`src/rtl/ajuste_pkg.sv`:
```
// Shared encodings for the set-up front-end: field codes, group bases,
// mode switch encodings and repeat-FSM states.
package ajuste_pkg;

  // Field codes understood by the downstream counters
  localparam logic [3:0] CAMPO_NINGUNO = 4'd0;
  localparam logic [3:0] CAMPO_SS      = 4'd1;
  localparam logic [3:0] CAMPO_MM      = 4'd2;
  localparam logic [3:0] CAMPO_HH      = 4'd3;
  localparam logic [3:0] CAMPO_DD      = 4'd4;
  localparam logic [3:0] CAMPO_MES     = 4'd5;
  localparam logic [3:0] CAMPO_AA      = 4'd6;
  localparam logic [3:0] CAMPO_SS_T    = 4'd8;
  localparam logic [3:0] CAMPO_MM_T    = 4'd9;
  localparam logic [3:0] CAMPO_HH_T    = 4'd10;

  // First field of each group; cursor 0..2 is added on top
  localparam logic [3:0] BASE_RELOJ = CAMPO_SS;
  localparam logic [3:0] BASE_FECHA = CAMPO_DD;
  localparam logic [3:0] BASE_TEMP  = CAMPO_SS_T;

  // sw_modo encodings
  localparam logic [1:0] MODO_RUN   = 2'b00;
  localparam logic [1:0] MODO_RELOJ = 2'b01;
  localparam logic [1:0] MODO_FECHA = 2'b10;
  localparam logic [1:0] MODO_TEMP  = 2'b11;

  // Auto-repeat FSM states
  typedef enum logic [1:0] {
    ST_IDLE   = 2'd0,
    ST_HOLD   = 2'd1,
    ST_REPEAT = 2'd2
  } rep_st_e;

  // Field code for a given mode and cursor position
  function automatic logic [3:0] campo_de(input logic [1:0] modo,
                                          input logic [1:0] cursor);
    logic [3:0] c;
    c = {2'b00, cursor};
    case (modo)
      MODO_RELOJ: campo_de = BASE_RELOJ + c;
      MODO_FECHA: campo_de = BASE_FECHA + c;
      MODO_TEMP:  campo_de = BASE_TEMP + c;
      default:    campo_de = CAMPO_NINGUNO;
    endcase
  endfunction

endpackage

```
`src/rtl/antirrebote.sv`:
```
// One push-button conditioner: 2-flop synchronizer, stable-sample debounce
// counter and a rising-edge pulse on the debounced level.
module antirrebote #(
  parameter int DEBOUNCE_CYCLES = 1000000
) (
  input  logic clk,
  input  logic reset,
  input  logic i_btn,
  output logic o_nivel,
  output logic o_subida
);
  localparam int CW = (DEBOUNCE_CYCLES > 1) ? $clog2(DEBOUNCE_CYCLES) : 1;
  localparam logic [CW-1:0] CNT_MAX = CW'(DEBOUNCE_CYCLES - 1);

  logic          r_s1, r_s2;
  logic [1:0]    r_vld_pipe;
  logic          r_armado;
  logic          r_nivel, r_nivel_d;
  logic [CW-1:0] r_cnt;

  // Two-flop synchronizer plus a marker of when r_s2 holds real samples
  always_ff @(posedge clk or posedge reset) begin
    if (reset) begin
      r_s1       <= 1'b0;
      r_s2       <= 1'b0;
      r_vld_pipe <= '0;
    end else begin
      r_s1       <= i_btn;
      r_s2       <= r_s1;
      r_vld_pipe <= {r_vld_pipe[0], 1'b1};
    end
  end

  // A button held through reset must be seen released once before it can
  // produce a press edge again
  always_ff @(posedge clk or posedge reset) begin
    if (reset)                           r_armado <= 1'b0;
    else if (r_vld_pipe[1] && !r_s2)     r_armado <= 1'b1;
  end

  // Debounce: level follows the synced input only after a full run of mismatches
  always_ff @(posedge clk or posedge reset) begin
    if (reset) begin
      r_nivel <= 1'b0;
      r_cnt   <= '0;
    end else if (r_s2 != r_nivel) begin
      if (r_cnt == CNT_MAX) begin
        r_nivel <= r_s2;
        r_cnt   <= '0;
      end else begin
        r_cnt <= r_cnt + 1'b1;
      end
    end else begin
      r_cnt <= '0;
    end
  end

  // Previous debounced level for edge detection
  always_ff @(posedge clk or posedge reset) begin
    if (reset) r_nivel_d <= 1'b0;
    else       r_nivel_d <= r_nivel;
  end

  assign o_nivel  = r_nivel;
  assign o_subida = r_nivel & ~r_nivel_d & r_armado;

endmodule

```
`src/rtl/control_ajuste_campos.sv`:
```
// Set-up front-end: conditions the four buttons and the mode switch, keeps the
// field cursor, and emits single-cycle Arriba/Abajo pulses with auto-repeat.
module control_ajuste_campos
  import ajuste_pkg::*;
#(
  parameter int DEBOUNCE_CYCLES = 1000000,
  parameter int REPEAT_DELAY    = 50000000,
  parameter int REPEAT_PERIOD   = 25000000
) (
  input  logic       clk,
  input  logic       reset,
  input  logic       btn_up,
  input  logic       btn_down,
  input  logic       btn_left,
  input  logic       btn_right,
  input  logic [1:0] sw_modo,
  output logic [3:0] contadoresH,
  output logic       Arriba,
  output logic       Abajo,
  output logic       programando
);
  localparam int B_UP = 0, B_DN = 1, B_IZQ = 2, B_DER = 3;
  localparam int TW_D = (REPEAT_DELAY  > 1) ? $clog2(REPEAT_DELAY)  : 1;
  localparam int TW_P = (REPEAT_PERIOD > 1) ? $clog2(REPEAT_PERIOD) : 1;
  localparam int TW   = (TW_D > TW_P) ? TW_D : TW_P;
  localparam logic [TW-1:0] TMR_DELAY  = TW'(REPEAT_DELAY - 1);
  localparam logic [TW-1:0] TMR_PERIOD = TW'(REPEAT_PERIOD - 1);

  logic [3:0]    w_btn, w_nivel, w_subida;
  logic [1:0]    r_m1, r_m2, r_modo_prev;
  logic [1:0]    r_cursor, w_cursor_next;
  logic [3:0]    r_campo, w_campo_next;
  logic          r_prog;
  logic          w_modo_cambio, w_campo_cambio;
  rep_st_e       r_st, w_st_next;
  logic [TW-1:0] r_tmr, w_tmr_next;
  logic          r_dir, w_dir_next;        // 1 = up, 0 = down
  logic          r_arr, r_aba, w_arr_next, w_aba_next;
  logic          w_lvl_pr, w_lvl_otro, w_abort;

  assign w_btn = {btn_right, btn_left, btn_down, btn_up};

  for (genvar g = 0; g < 4; g++) begin : g_ar
    antirrebote #(.DEBOUNCE_CYCLES(DEBOUNCE_CYCLES)) u_ar (
      .clk      (clk),
      .reset    (reset),
      .i_btn    (w_btn[g]),
      .o_nivel  (w_nivel[g]),
      .o_subida (w_subida[g])
    );
  end

  // Mode switch synchronizer and previous synced value for change detection
  always_ff @(posedge clk or posedge reset) begin
    if (reset) begin
      r_m1        <= MODO_RUN;
      r_m2        <= MODO_RUN;
      r_modo_prev <= MODO_RUN;
    end else begin
      r_m1        <= sw_modo;
      r_m2        <= r_m1;
      r_modo_prev <= r_m2;
    end
  end

  assign w_modo_cambio = (r_m2 != r_modo_prev);

  // Cursor movement: mode change wins, left+right together cancel
  always_comb begin
    w_cursor_next = r_cursor;
    if (w_modo_cambio) begin
      w_cursor_next = 2'd0;
    end else if (r_m2 != MODO_RUN) begin
      if (w_subida[B_DER] && !w_subida[B_IZQ])
        w_cursor_next = (r_cursor == 2'd2) ? 2'd0 : r_cursor + 2'd1;
      else if (w_subida[B_IZQ] && !w_subida[B_DER])
        w_cursor_next = (r_cursor == 2'd0) ? 2'd2 : r_cursor - 2'd1;
    end
  end

  assign w_campo_next   = campo_de(r_m2, w_cursor_next);
  assign w_campo_cambio = (w_campo_next != r_campo);

  // Cursor, field code and programming flag registers
  always_ff @(posedge clk or posedge reset) begin
    if (reset) begin
      r_cursor <= 2'd0;
      r_campo  <= CAMPO_NINGUNO;
      r_prog   <= 1'b0;
    end else begin
      r_cursor <= w_cursor_next;
      r_campo  <= w_campo_next;
      r_prog   <= (r_m2 != MODO_RUN);
    end
  end

  assign w_lvl_pr   = r_dir ? w_nivel[B_UP] : w_nivel[B_DN];
  assign w_lvl_otro = r_dir ? w_nivel[B_DN] : w_nivel[B_UP];
  assign w_abort    = !w_lvl_pr || w_lvl_otro || w_campo_cambio || w_modo_cambio;

  // Repeat FSM next state, timer and pulse decisions
  always_comb begin
    w_st_next  = r_st;
    w_tmr_next = r_tmr;
    w_dir_next = r_dir;
    w_arr_next = 1'b0;
    w_aba_next = 1'b0;
    case (r_st)
      ST_IDLE: begin
        if (r_campo != CAMPO_NINGUNO && !w_campo_cambio && !w_modo_cambio &&
            (w_subida[B_UP] ^ w_subida[B_DN])) begin
          w_dir_next = w_subida[B_UP];
          w_arr_next = w_subida[B_UP];
          w_aba_next = w_subida[B_DN];
          w_tmr_next = TMR_DELAY;
          w_st_next  = ST_HOLD;
        end
      end
      ST_HOLD, ST_REPEAT: begin
        if (w_abort) begin
          w_st_next = ST_IDLE;
        end else if (r_tmr == '0) begin
          w_arr_next = r_dir;
          w_aba_next = !r_dir;
          w_tmr_next = TMR_PERIOD;
          w_st_next  = ST_REPEAT;
        end else begin
          w_tmr_next = r_tmr - 1'b1;
        end
      end
      default: w_st_next = ST_IDLE;
    endcase
  end

  // Repeat FSM state and registered pulses
  always_ff @(posedge clk or posedge reset) begin
    if (reset) begin
      r_st  <= ST_IDLE;
      r_tmr <= '0;
      r_dir <= 1'b0;
      r_arr <= 1'b0;
      r_aba <= 1'b0;
    end else begin
      r_st  <= w_st_next;
      r_tmr <= w_tmr_next;
      r_dir <= w_dir_next;
      r_arr <= w_arr_next;
      r_aba <= w_aba_next;
    end
  end

  assign contadoresH = r_campo;
  assign Arriba      = r_arr;
  assign Abajo       = r_aba;
  assign programando = r_prog;

endmodule

```
`config.mk`:
```
export PLATFORM = sky130hd
export DESIGN_NAME = control_ajuste_campos
export DESIGN_NICKNAME = d
export VERILOG_FILES = /design/src/rtl/ajuste_pkg.sv /design/src/rtl/antirrebote.sv /design/src/rtl/control_ajuste_campos.sv
export SDC_FILE = /design/constraint.sdc
export NUM_CORES = 1
export LEC_CHECK = 0
export ABC_AREA = 1
export BUFFER_PORTS_ARGS = -buffer_cell sky130_fd_sc_hd__buf_2
export CORE_MARGIN = 8
export CORE_UTILIZATION = 45
export CTS_BUF_LIST = sky130_fd_sc_hd__clkbuf_4
export DETAILED_ROUTE_END_ITERATION = 12
export SLEW_MARGIN = 40
export SYNTH_ARGS = -nofsm -noshare
export SYNTH_HDL_FRONTEND = slang
export SYNTH_SLANG_ARGS = --single-unit
```
`constraint.sdc`:
```
create_clock -name clk -period 4.45 [get_ports clk]
set_input_delay 0.6675 -clock clk [delete_from_list [all_inputs] [get_ports clk]]
set_output_delay 0.6675 -clock clk [all_outputs]
set_load 0.05 [all_outputs]
```
==> reports/qor.csv, run 1 <==
metric,value,unit
avgRoutedWirePerCell,12.2,µm
fill_cells,1606,
synthXorXnorAreaFrac,4.04,%
antenna_found_initial,1,
port_buffers,14,
tns,0,ps
viasPerCell,4.90,
clockRootBuffer,clkbuf_4,
leakagePower,3.95,nW
tightest_slew,555,ps
peakVddDrop,266,µV
cts_sinks,146,
power.density,287,nW/µm²
synth_top_family_by_area,simple AND/OR/NAND/NOR gates,
grt_start_max_net_pins,101,
final_nets,963,
fin_util,49.6,%
cp-start-kind,register,
drc,0,
synth_seq_cells,146,
dieArea,21300,µm²
slew_headroom,62.7,%
fin_hold_ws,85.2,ps
fp.dieW,146,µm
synth_commonest_cells,"nand2_1, dfrtp_1, inv_1",
crit_fanout,29,
postCtsSetupBuffers,0,
synthSimpleGateAreaFrac,33.0,%
ys_warn_count,0,
synth.top_cell.area_share,48.1,%
coreArea,16500,µm²
cts_resized,0,
ios,15,
finalCritPeriodShare,68.6,%
cp.arrival,3480,ps
setup_viol,0,
synthFlopType,dfrtp_1,
synth.most_common_cell,nand2_1,
synthMuxAreaShare,0,%
dp_hpwl,9.95,mm
grt.overflow.total,0,
drt_iter0_drc,355,
drive_gt1_share,10.4,%
hold_viol,0,
fin_cells,1178,
cp.required,4880,ps
clkLatencyLatePin,540,ps
dr.pass1.iters,4,
rows,47,
cpMaxStageDelayCell,dfrtp_1,
fin_skew,14.9,ps
yosys.cell_types.count,45,
power.total,2.35,mW
grt_first_pass_wirelength,25.6,mm
path_cells,or2_4 -> a21oi_4 -> inv_1 -> a21oi_1 -> ha_1 -> nand2_1 -> a21oi_1 -> xor2_1 -> nor2_1 -> nand2_1 -> nor2_4 -> nand2_2 -> nand2_4 -> nand2_4 -> nand2_1 -> nand2_1,
multi_input_area,3340,µm²
syn_area,7590,µm²
cts_made_buffers,17,
vias,5771,
synth_compound_area_share,5.11,%
drv_cap,0,
max_stage_delay,490,ps
syn_inst,920,
timing.fmax,328,MHz
die_h,146,µm
clockBufferDepth,2,
area_growth,8.11,%
postSynthAreaPerCell,8.25,µm²
rsz0062_at_grt,no,
wirelength,14.4,mm
yosys-top-cells-area,"dfrtp_1, nand2_1, inv_1",
cts_tree,built,
end_kind,register,
timing.final.crit_period,3050,ps
synth_edf_count,0,
dpl.cell_count,1145,
hold_path_class,input port to async pin,
grt_pass1_vias,5643,
gp_congestion,0.832,
crit_path_frequent_cell,nand2_1,
slew_viol_final,0,
start_util,45.9,%
synthAdderAreaFrac,1.81,%
status,completed,
clk_pin_slew,120,ps
grt_usage,14.2,%
synth_seq_area_share,48.1,%
synth_top_area_cell,dfrtp_1,
syn-num-nets,939,
seq_area,3650,µm²
critical_path_class,register to register,
synthArstFlopShare,100,%
final_antenna_net_count,0,
cts_max_level,4,
holdBufCountCts,0,
-- worst max-delay path, delay by kind of cell (launching register included) --
family | cells | cell delay, ps
fa+ha+maj | 1 | 180
simple gates | 10 | 1530
buf+inv | 1 | 120
flops | 1 | 490
xor+xnor | 1 | 100
compound gates | 3 | 550
-- final timing paths --
kind                                             from                         end  slack [ps]  depth (start not counted)
max                                           r_m2[1]                    r_tmr[2]        1400                         16
min                                             reset      g_ar[3].u_ar.r_cnt[14]          90                          2
max reg2reg                                   r_m2[1]                    r_tmr[2]        1400                         16
min reg2reg                g_ar[3].u_ar.r_vld_pipe[0]  g_ar[0].u_ar.r_vld_pipe[1]         360                          0
max in group asynchronous                       reset      g_ar[2].u_ar.r_cnt[17]        3570                          3
min in group clk                            btn_right           g_ar[3].u_ar.r_s1         230                          1
-- metrics by stage --
step                      area (µm²)  setup slack (ps)
after detailed placement        7900              1380
after global routing            8200               959
after CTS                       8200              1370
final                           8200              1400
after floorplan                 7590              1910
after global placement          7840              1500
-- flip-flops by register name, indices dropped and copies added, names as in the netlist --
| name | flops |
|---|---|
| g_ar.u_ar.r_cnt | 80 |
| r_tmr | 26 |
| contadoresH | 4 |
| g_ar.u_ar.o_nivel | 4 |
| g_ar.u_ar.r_armado | 4 |
| g_ar.u_ar.r_nivel_d | 4 |
| g_ar.u_ar.r_s1 | 4 |
| g_ar.u_ar.r_s2 | 4 |
| g_ar.u_ar.r_vld_pipe | 2 |
| r_cursor | 2 |
| r_m1 | 2 |
| r_m2 | 2 |
| r_modo_prev | 2 |
| r_st | 2 |
| Abajo | 1 |
| Arriba | 1 |
| programando | 1 |
| r_dir | 1 |
-- placed cells by master, fill, tap and decap left out, types with 2 or more instances in the layout --
cell	synthesis	layout
nand2_1	192	192
dfrtp_1	146	146
inv_1	127	126
nor2_1	109	109
nand3_1	76	76
nor3_1	36	36
a21oi_1	33	33
xor2_1	24	24
nand4_1	20	20
clkbuf_4	0	19
nor4_1	18	18
o21ai_0	16	16
nor3b_1	14	14
buf_2	0	14
nand3_2	12	12
xnor2_1	11	11
ha_1	11	11
nand2_2	9	9
or2_2	8	8
nor2_2	4	4
nor4_2	4	4
nor3_2	4	4
a31oi_1	4	4
clkinvlp_4	0	4
nand2_4	3	3
o21bai_1	3	3
o21a_1	3	3
bufinv_16	0	3
or2_4	2	2
nor2_4	2	2
inv_2	2	2
and3_1	2	2
o211a_1	2	2
a21o_1	2	2
clkinv_4	0	2
inv_6	0	2
clkinv_1	0	2
buf_16	0	2
-- logic make-up (layout without fill, tap and decap cells) --
group                      count (synthesis)  after routing
xor gates and xnor gates                  35             35
buffers and inverters                    141            178
other                                      1              2
AOI/OAI and AO/OA                         67             67
adders and majority gates                 11             11
and+or+nand+nor                          519            519
DFF                                      146            146
-- layer usage --
layer	routed length, µm	track usage (%)
met1	7290	19.1
met2	6510	22.3
met3	420	3.54
met4	133	4.27
met5	0	0
-- area by class of cell --
type                       count  area share (%)
antenna                        1          0.0305
clock buffer                  19            1.74
clock inverter                13            1.95
inverter                     129            5.95
multi-input combinational    633            40.7
sequential                   146            44.5
tap                          220            3.36
timing repair buffer          17            1.77
-- power breakdown --
| part | leakage (nW) | internal (mW) | total [mW] | switching, mW |
|---|---|---|---|---|
| combinational | 1.83 | 0.0310 | 0.105 | 0.0740 |
| clock | 0.155 | 0.402 | 0.889 | 0.487 |
| sequential | 1.96 | 1.34 | 1.36 | 0.0138 |
| total | 3.95 | 1.78 | 2.35 | 0.575 |
Note: power is estimated with default switching activity, not from simulation.
==> run 2: changes to the inputs <==
==> constraint.sdc (replaced) <==
create_clock -name clk -period 3.2 [get_ports clk]
set_input_delay 0.48 -clock clk [delete_from_list [all_inputs] [get_ports clk]]
set_output_delay 0.48 -clock clk [all_outputs]
set_load 0.05 [all_outputs]
==> reports/qor.csv, run 2 (synthesized netlist as in run 1, its figures left out) <==
metric,value,unit,change
status,completed,,unchanged
drt_iter0_drc,228,,was 355
port_buffers,14,,unchanged
cts_made_buffers,17,,unchanged
dieArea,21300,µm²,unchanged
slew_viol_final,0,,unchanged
crit_path_frequent_cell,nand2_1,,unchanged
setup_viol,0,,unchanged
cts_max_level,4,,unchanged
coreArea,16500,µm²,unchanged
rows,47,,unchanged
grt-busiest-layer,met2,,unchanged
cp.arrival,3330,ps,was 3480 ps
ios,15,,unchanged
clkLatencyLatePin,540,ps,about the same
drive_gt1_share,11.0,%,was 10.4%
hold_path_class,register to register,,was input port to async pin
power.total,3.27,mW,was 2.35 mW
leakagePower,4.01,nW,was 3.95 nW
grt_first_pass_wirelength,25.7,mm,was 25.6 mm
cts_sinks,146,,unchanged
fin_hold_ws,364,ps,was 85.2 ps
critical_path_class,register to register,,unchanged
final_common_cell,nand2_1,,unchanged
clk_pin_slew,130,ps,was 120 ps
rsz0062_at_grt,no,,unchanged
hold_viol,0,,unchanged
max_stage_delay,500,ps,was 490 ps
largest_register_ffs,80,,unchanged
tightest_slew,548,ps,was 555 ps
fp.dieW,146,µm,unchanged
grt_usage,14.4,%,was 14.2%
final_antenna_net_count,0,,unchanged
grt_start_max_net_pins,32,,was 101
grt_pass1_vias,5583,,was 5643
grt.met3_usage,3.23,%,was 3.54%
drv_cap,0,,unchanged
grt.overflow.total,0,,unchanged
cpMaxStageDelayCell,dfrtp_1,,unchanged
area_growth,10.2,%,was 8.11%
grtUsageMet2,22.7,%,was 22.3%
antenna_found_initial,1,,unchanged
dp_hpwl,10.2,mm,was 9.95 mm
dr.pass1.iters,4,,unchanged
peakVddDrop,230,µV,was 266 µV
cp-start-kind,register,,unchanged
path_cells,or2_4 -> a21oi_4 -> inv_1 -> a21oi_1 -> ha_1 -> nand2_1 -> a21oi_2 -> xor2_1 -> nor2_1 -> nand2_1 -> nor2_4 -> nand2_2 -> nand2_8 -> buf_6 -> nand3_1 -> nand2_1,,was or2_4 -> a21oi_4 -> inv_1 -> a21oi_1 -> ha_1 -> nand2_1 -> a21oi_1 -> xor2_1 -> nor2_1 -> nand2_1 -> nor2_4 -> nand2_2 -> nand2_4 -> nand2_4 -> nand2_1 -> nand2_1
clockBufferDepth,2,,unchanged
vias,5819,,was 5771
timing.final.crit_period,2840,ps,was 3050 ps
start_util,45.9,%,unchanged
clockRootBuffer,clkbuf_4,,unchanged
crit_fanout,17,,was 29
end_kind,register,,unchanged
tns,0,ps,unchanged
final_nets,976,,was 963
gp_congestion,0.815,,was 0.832
cp.required,3690,ps,was 4880 ps
die_h,146,µm,unchanged
avgRoutedWirePerCell,12.1,µm,was 12.2 µm
fin_skew,19.4,ps,was 14.9 ps
slew_headroom,63.4,%,was 62.7%
drc,0,,unchanged
viasPerCell,4.89,,was 4.90
power.density,390,nW/µm²,was 287 nW/µm²
largestRegisters,"g_ar.u_ar.r_cnt: 80 flops, r_tmr: 26 flops",,unchanged
grtUsageMet1,19.3,%,was 19.1%
wirelength,14.4,mm,about the same
final_cell_mix,"nand2_1, dfrtp_1, inv_1",,unchanged
fin_util,50.6,%,was 49.6%
cts_tree,built,,unchanged
timing.fmax,353,MHz,was 328 MHz
top_register,g_ar.u_ar.r_cnt,,unchanged
finalCritPeriodShare,88.6,%,was 68.6%
==> run 2: changes by cell type in the layout (fill, tap and decap cells not counted), moves of 2 or more <==
| cell | delta |
|---|---|
| dlygate4sd3_1 | +7 |
| buf_12 | +4 |
| nand2_4 | -3 |
| nand2_8 | +3 |
| buf_16 | -2 |
| buf_4 | +2 |
| buf_6 | +2 |
==> run 2: what timing repair did <==
action	4_1_cts	5_1_grt
endpoints found under the setup margin	0	26
gates resized for setup	0	6
endpoints found under the hold margin	20	0
buffers inserted	0	0
hold buffers	7	0
==> run 2: per-stage QoR <==
stage / setup WS [ps] / std cells / cell area (µm²)
6_report: 365 / 1191 / 8360
5_1_grt: 58.5 / 1191 / 8360
4_1_cts: 212 / 1190 / 8320
3_5_place_dp: 288 / 1151 / 7950
3_3_place_gp: 303 / 1150 / 7930
2_1_floorplan: 655 / 920 / 7590
==> run 2: critical path: cells and delay by family (launching register included) <==
kind / cells / cell delay, ps
AND/OR/NAND/NOR: 9 / 1120
AO/OA/AOI/OAI: 3 / 570
flip-flops: 1 / 500
buffers and inverters: 2 / 330
adder cells (fa/ha/maj): 1 / 180
XOR/XNOR: 1 / 90
==> run 2: layout make-up <==
cell class | instances | area, µm²
Antenna cell | 1 | 2.50
Multi-Input combinational cell | 633 | 3370
Sequential cell | 146 | 3650
Clock buffer | 18 | 135
Tap cell | 220 | 275
Clock inverter | 14 | 164
Fill cell | 1602 | 8160
Inverter | 129 | 488
Timing Repair Buffer | 30 | 278
==> run 2: layer usage <==
metal  vias to the layer above  share of wire (%)
li1                       3056                  -
met5                         -                  0
met1                      2697                 51
met3                        14                2.2
met4                         0                1.3
met2                        52                 46
==> run 2: worst paths after layout <==
kind                                                 start                          to  slack (ps)  cells after the start
worst max register to register                     r_m2[1]                   r_tmr[20]         360                     16
min in group asynchronous                            reset      g_ar[0].u_ar.r_cnt[13]         520                      3
worst max-delay path                               r_m2[1]                   r_tmr[20]         360                     16
max in group asynchronous                            reset                     r_st[0]        2140                      4
worst min-delay path            g_ar[3].u_ar.r_vld_pipe[0]  g_ar[0].u_ar.r_vld_pipe[1]         360                      0
worst min register to register  g_ar[3].u_ar.r_vld_pipe[0]  g_ar[0].u_ar.r_vld_pipe[1]         360                      0
==> run 2: power by group <==
part           internal (mW)  switching, mW
registers               1.87         0.0191
logic                 0.0517          0.105
clock network          0.546          0.674
total                   2.47          0.798
==> run 3: changes to the inputs <==
--- a/config.mk
+++ b/config.mk
@@ -7,11 +7,14 @@
 export LEC_CHECK = 0
 export ABC_AREA = 1
 export BUFFER_PORTS_ARGS = -buffer_cell sky130_fd_sc_hd__buf_2
+export CELL_PAD_IN_SITES_DETAIL_PLACEMENT = 0
+export CELL_PAD_IN_SITES_GLOBAL_PLACEMENT = 1
 export CORE_MARGIN = 8
 export CORE_UTILIZATION = 45
 export CTS_BUF_LIST = sky130_fd_sc_hd__clkbuf_4
 export DETAILED_ROUTE_END_ITERATION = 12
-export SLEW_MARGIN = 40
+export PLACE_DENSITY_LB_ADDON = 0.1
+export SLEW_MARGIN = 20
 export SYNTH_ARGS = -nofsm -noshare
 export SYNTH_HDL_FRONTEND = slang
 export SYNTH_SLANG_ARGS = --single-unit
==> reports/qor.csv, run 3 (synthesized netlist as in run 1, its figures left out) <==
metric,value,unit,change
viasPerCell,4.96,,was 4.89
timing.final.crit_period,2830,ps,was 2840 ps
setup_viol,0,,unchanged
final_nets,968,,was 976
cp_top_family,simple AND/OR/NAND/NOR gates,,unchanged
cts_made_buffers,17,,unchanged
largestRegisters,"g_ar.u_ar.r_cnt: 80 flops, r_tmr: 26 flops",,unchanged
ios,15,,unchanged
preCtsSetupSlack,269,ps,was 288 ps
port_buffers,14,,unchanged
grt.overflow.total,0,,unchanged
cp-start-kind,register,,unchanged
finalCritPeriodShare,88.5,%,was 88.6%
crit_fanout,14,,was 17
tns,0,ps,unchanged
slew_viol_final,0,,unchanged
fp.dieW,146,µm,unchanged
power.density,381,nW/µm²,was 390 nW/µm²
drv_cap,0,,unchanged
grt_first_pass_wirelength,27.1,mm,was 25.7 mm
drt_iter0_drc,283,,was 228
antenna_found_initial,1,,unchanged
avgRoutedWirePerCell,12.9,µm,was 12.1 µm
clockBufferDepth,2,,unchanged
coreArea,16500,µm²,unchanged
final_common_cell,nand2_1,,unchanged
critPathBufInv,4,,was 2
rows,47,,unchanged
clk_pin_slew,110,ps,was 130 ps
cp.required,3660,ps,was 3690 ps
wirelength,15.3,mm,was 14.4 mm
seq_area,3650,µm²,unchanged
grt_pass1_vias,5922,,was 5583
peakVddDrop,420,µV,was 230 µV
cts_sinks,146,,unchanged
final_cell_mix,"nand2_1, dfrtp_1, inv_1",,unchanged
final.setup.worst_slack,367,ps,was 365 ps
clkLatencyLatePin,540,ps,about the same
fin_cells,1184,,was 1191
clockRootBuffer,clkbuf_4,,unchanged
cts_tree,built,,unchanged
hold_viol,0,,unchanged
top_register,g_ar.u_ar.r_cnt,,unchanged
postCtsSetupBuffers,0,,unchanged
final_antenna_net_count,0,,unchanged
drc,0,,unchanged
fin_skew,31.2,ps,was 19.4 ps
status,completed,,unchanged
dieArea,21300,µm²,unchanged
cpMaxStageDelayCell,dfrtp_1,,unchanged
start_util,45.9,%,unchanged
cp.arrival,3290,ps,was 3330 ps
rsz0062_at_grt,no,,unchanged
gp_congestion,0.803,,was 0.815
multi_input_area,3360,µm²,was 3370 µm²
drive_gt1_share,10.9,%,was 11.0%
area_growth,8.05,%,was 10.2%
fill_cells,1593,,was 1602
critical_path_class,register to register,,unchanged
slew_headroom,50.7,%,was 63.4%
dr.pass1.iters,5,,was 4
vias,5878,,was 5819
timing.fmax,353,MHz,about the same
largest_register_ffs,80,,unchanged
tightest_slew,739,ps,was 548 ps
dpl.cell_count,1148,,was 1151
hold_path_class,input port to register,,was register to register
leakagePower,3.95,nW,was 4.01 nW
grt_usage,15.2,%,was 14.4%
cts_max_level,4,,unchanged
die_h,146,µm,unchanged
grt_start_max_net_pins,89,,was 32
dp_hpwl,10.9,mm,was 10.2 mm
path_cells,inv_1 -> ha_1 -> inv_1 -> nand3_1 -> nand2_1 -> inv_1 -> nand2_2 -> nand2_2 -> nand2_2 -> a21oi_1 -> ha_1 -> nand2_1 -> a21oi_1 -> xor2_1 -> nor2_1 -> nand2_1 -> nor2_4 -> nand2_2 -> nand2_8 -> buf_6 -> nand3_1 -> nand2_1,,was or2_4 -> a21oi_4 -> inv_1 -> a21oi_1 -> ha_1 -> nand2_1 -> a21oi_2 -> xor2_1 -> nor2_1 -> nand2_1 -> nor2_4 -> nand2_2 -> nand2_8 -> buf_6 -> nand3_1 -> nand2_1
max_stage_delay,400,ps,was 500 ps
end_kind,register,,unchanged
[run 3: path summary, 6_finish.rpt]
path	from	endpoint	slack [ps]	cells after the start
worst max register to register	r_cursor[0]	r_tmr[22]	370	22
max in group asynchronous	reset	programando	2480	3
worst min-delay path	btn_left	g_ar[2].u_ar.r_s1	70	1
worst min register to register	g_ar[2].u_ar.r_s1	g_ar[2].u_ar.r_s2	350	0
worst max-delay path	r_cursor[0]	r_tmr[22]	370	22
min in group asynchronous	reset	g_ar[0].u_ar.r_cnt[11]	80	3
[run 3: what timing repair did]
action | in CTS | in global routing
hold buffers | 2 | 0
endpoints found under the setup margin | 0 | 27
hold endpoints to repair | 2 | 0
gates resized for setup | 0 | 5
[run 3: per-layer routing]
metal / up-vias / track usage, % / wire length, µm
li1: 3040 / - / -
met5: - / 0 / 0
met4: 0 / 4.37 / 95
met3: 8 / 3.20 / 380
met1: 2782 / 19.0 / 7420
met2: 48 / 25.7 / 7360
[run 3: power by group]
| part | switching (mW) | internal [mW] | leakage (nW) | total, mW |
|---|---|---|---|---|
| sequential | 0.0192 | 1.87 | 1.96 | 1.89 |
| clock | 0.675 | 0.414 | 0.144 | 1.09 |
| combinational | 0.104 | 0.0392 | 1.84 | 0.144 |
[run 3: layout make-up]
class | instances | area share (%)
Sequential cell | 146 | 44.6
Clock buffer | 20 | 1.83
Multi-Input combinational cell | 633 | 41.0
Timing Repair Buffer | 22 | 1.89
Inverter | 129 | 5.95
Antenna cell | 2 | 0.0610
Tap cell | 220 | 3.36
Clock inverter | 12 | 1.33
[run 3: per-stage QoR]
step / total power, mW / util, % / hold WS (ps) / cell area, µm²
after floorplan: 2.03 / - / 331 / 7590
after global placement: 2.07 / 47.7 / 333 / 7880
after detailed placement: 2.07 / 47.7 / 335 / 7880
after CTS: 3.20 / 49.4 / 8.75 / 8160
after global routing: 3.28 / 49.6 / 1.69 / 8200
final: 3.12 / 49.6 / 69.3 / 8200
[run 3: worst reg2reg max path, stage by stage, from the launching register on]
cell     delay (ps)
dfrtp_1         400
inv_1           120
ha_1            160
inv_1            40
nand3_1          70
nand2_1          50
inv_1            60
nand2_2          50
nand2_2          80
nand2_2          70
a21oi_1         200
ha_1            180
nand2_1          50
a21oi_1         190
xor2_1           90
nor2_1          100
nand2_1          90
nor2_4          140
nand2_2         110
nand2_8         160
buf_6           200
nand3_1         100
nand2_1          70
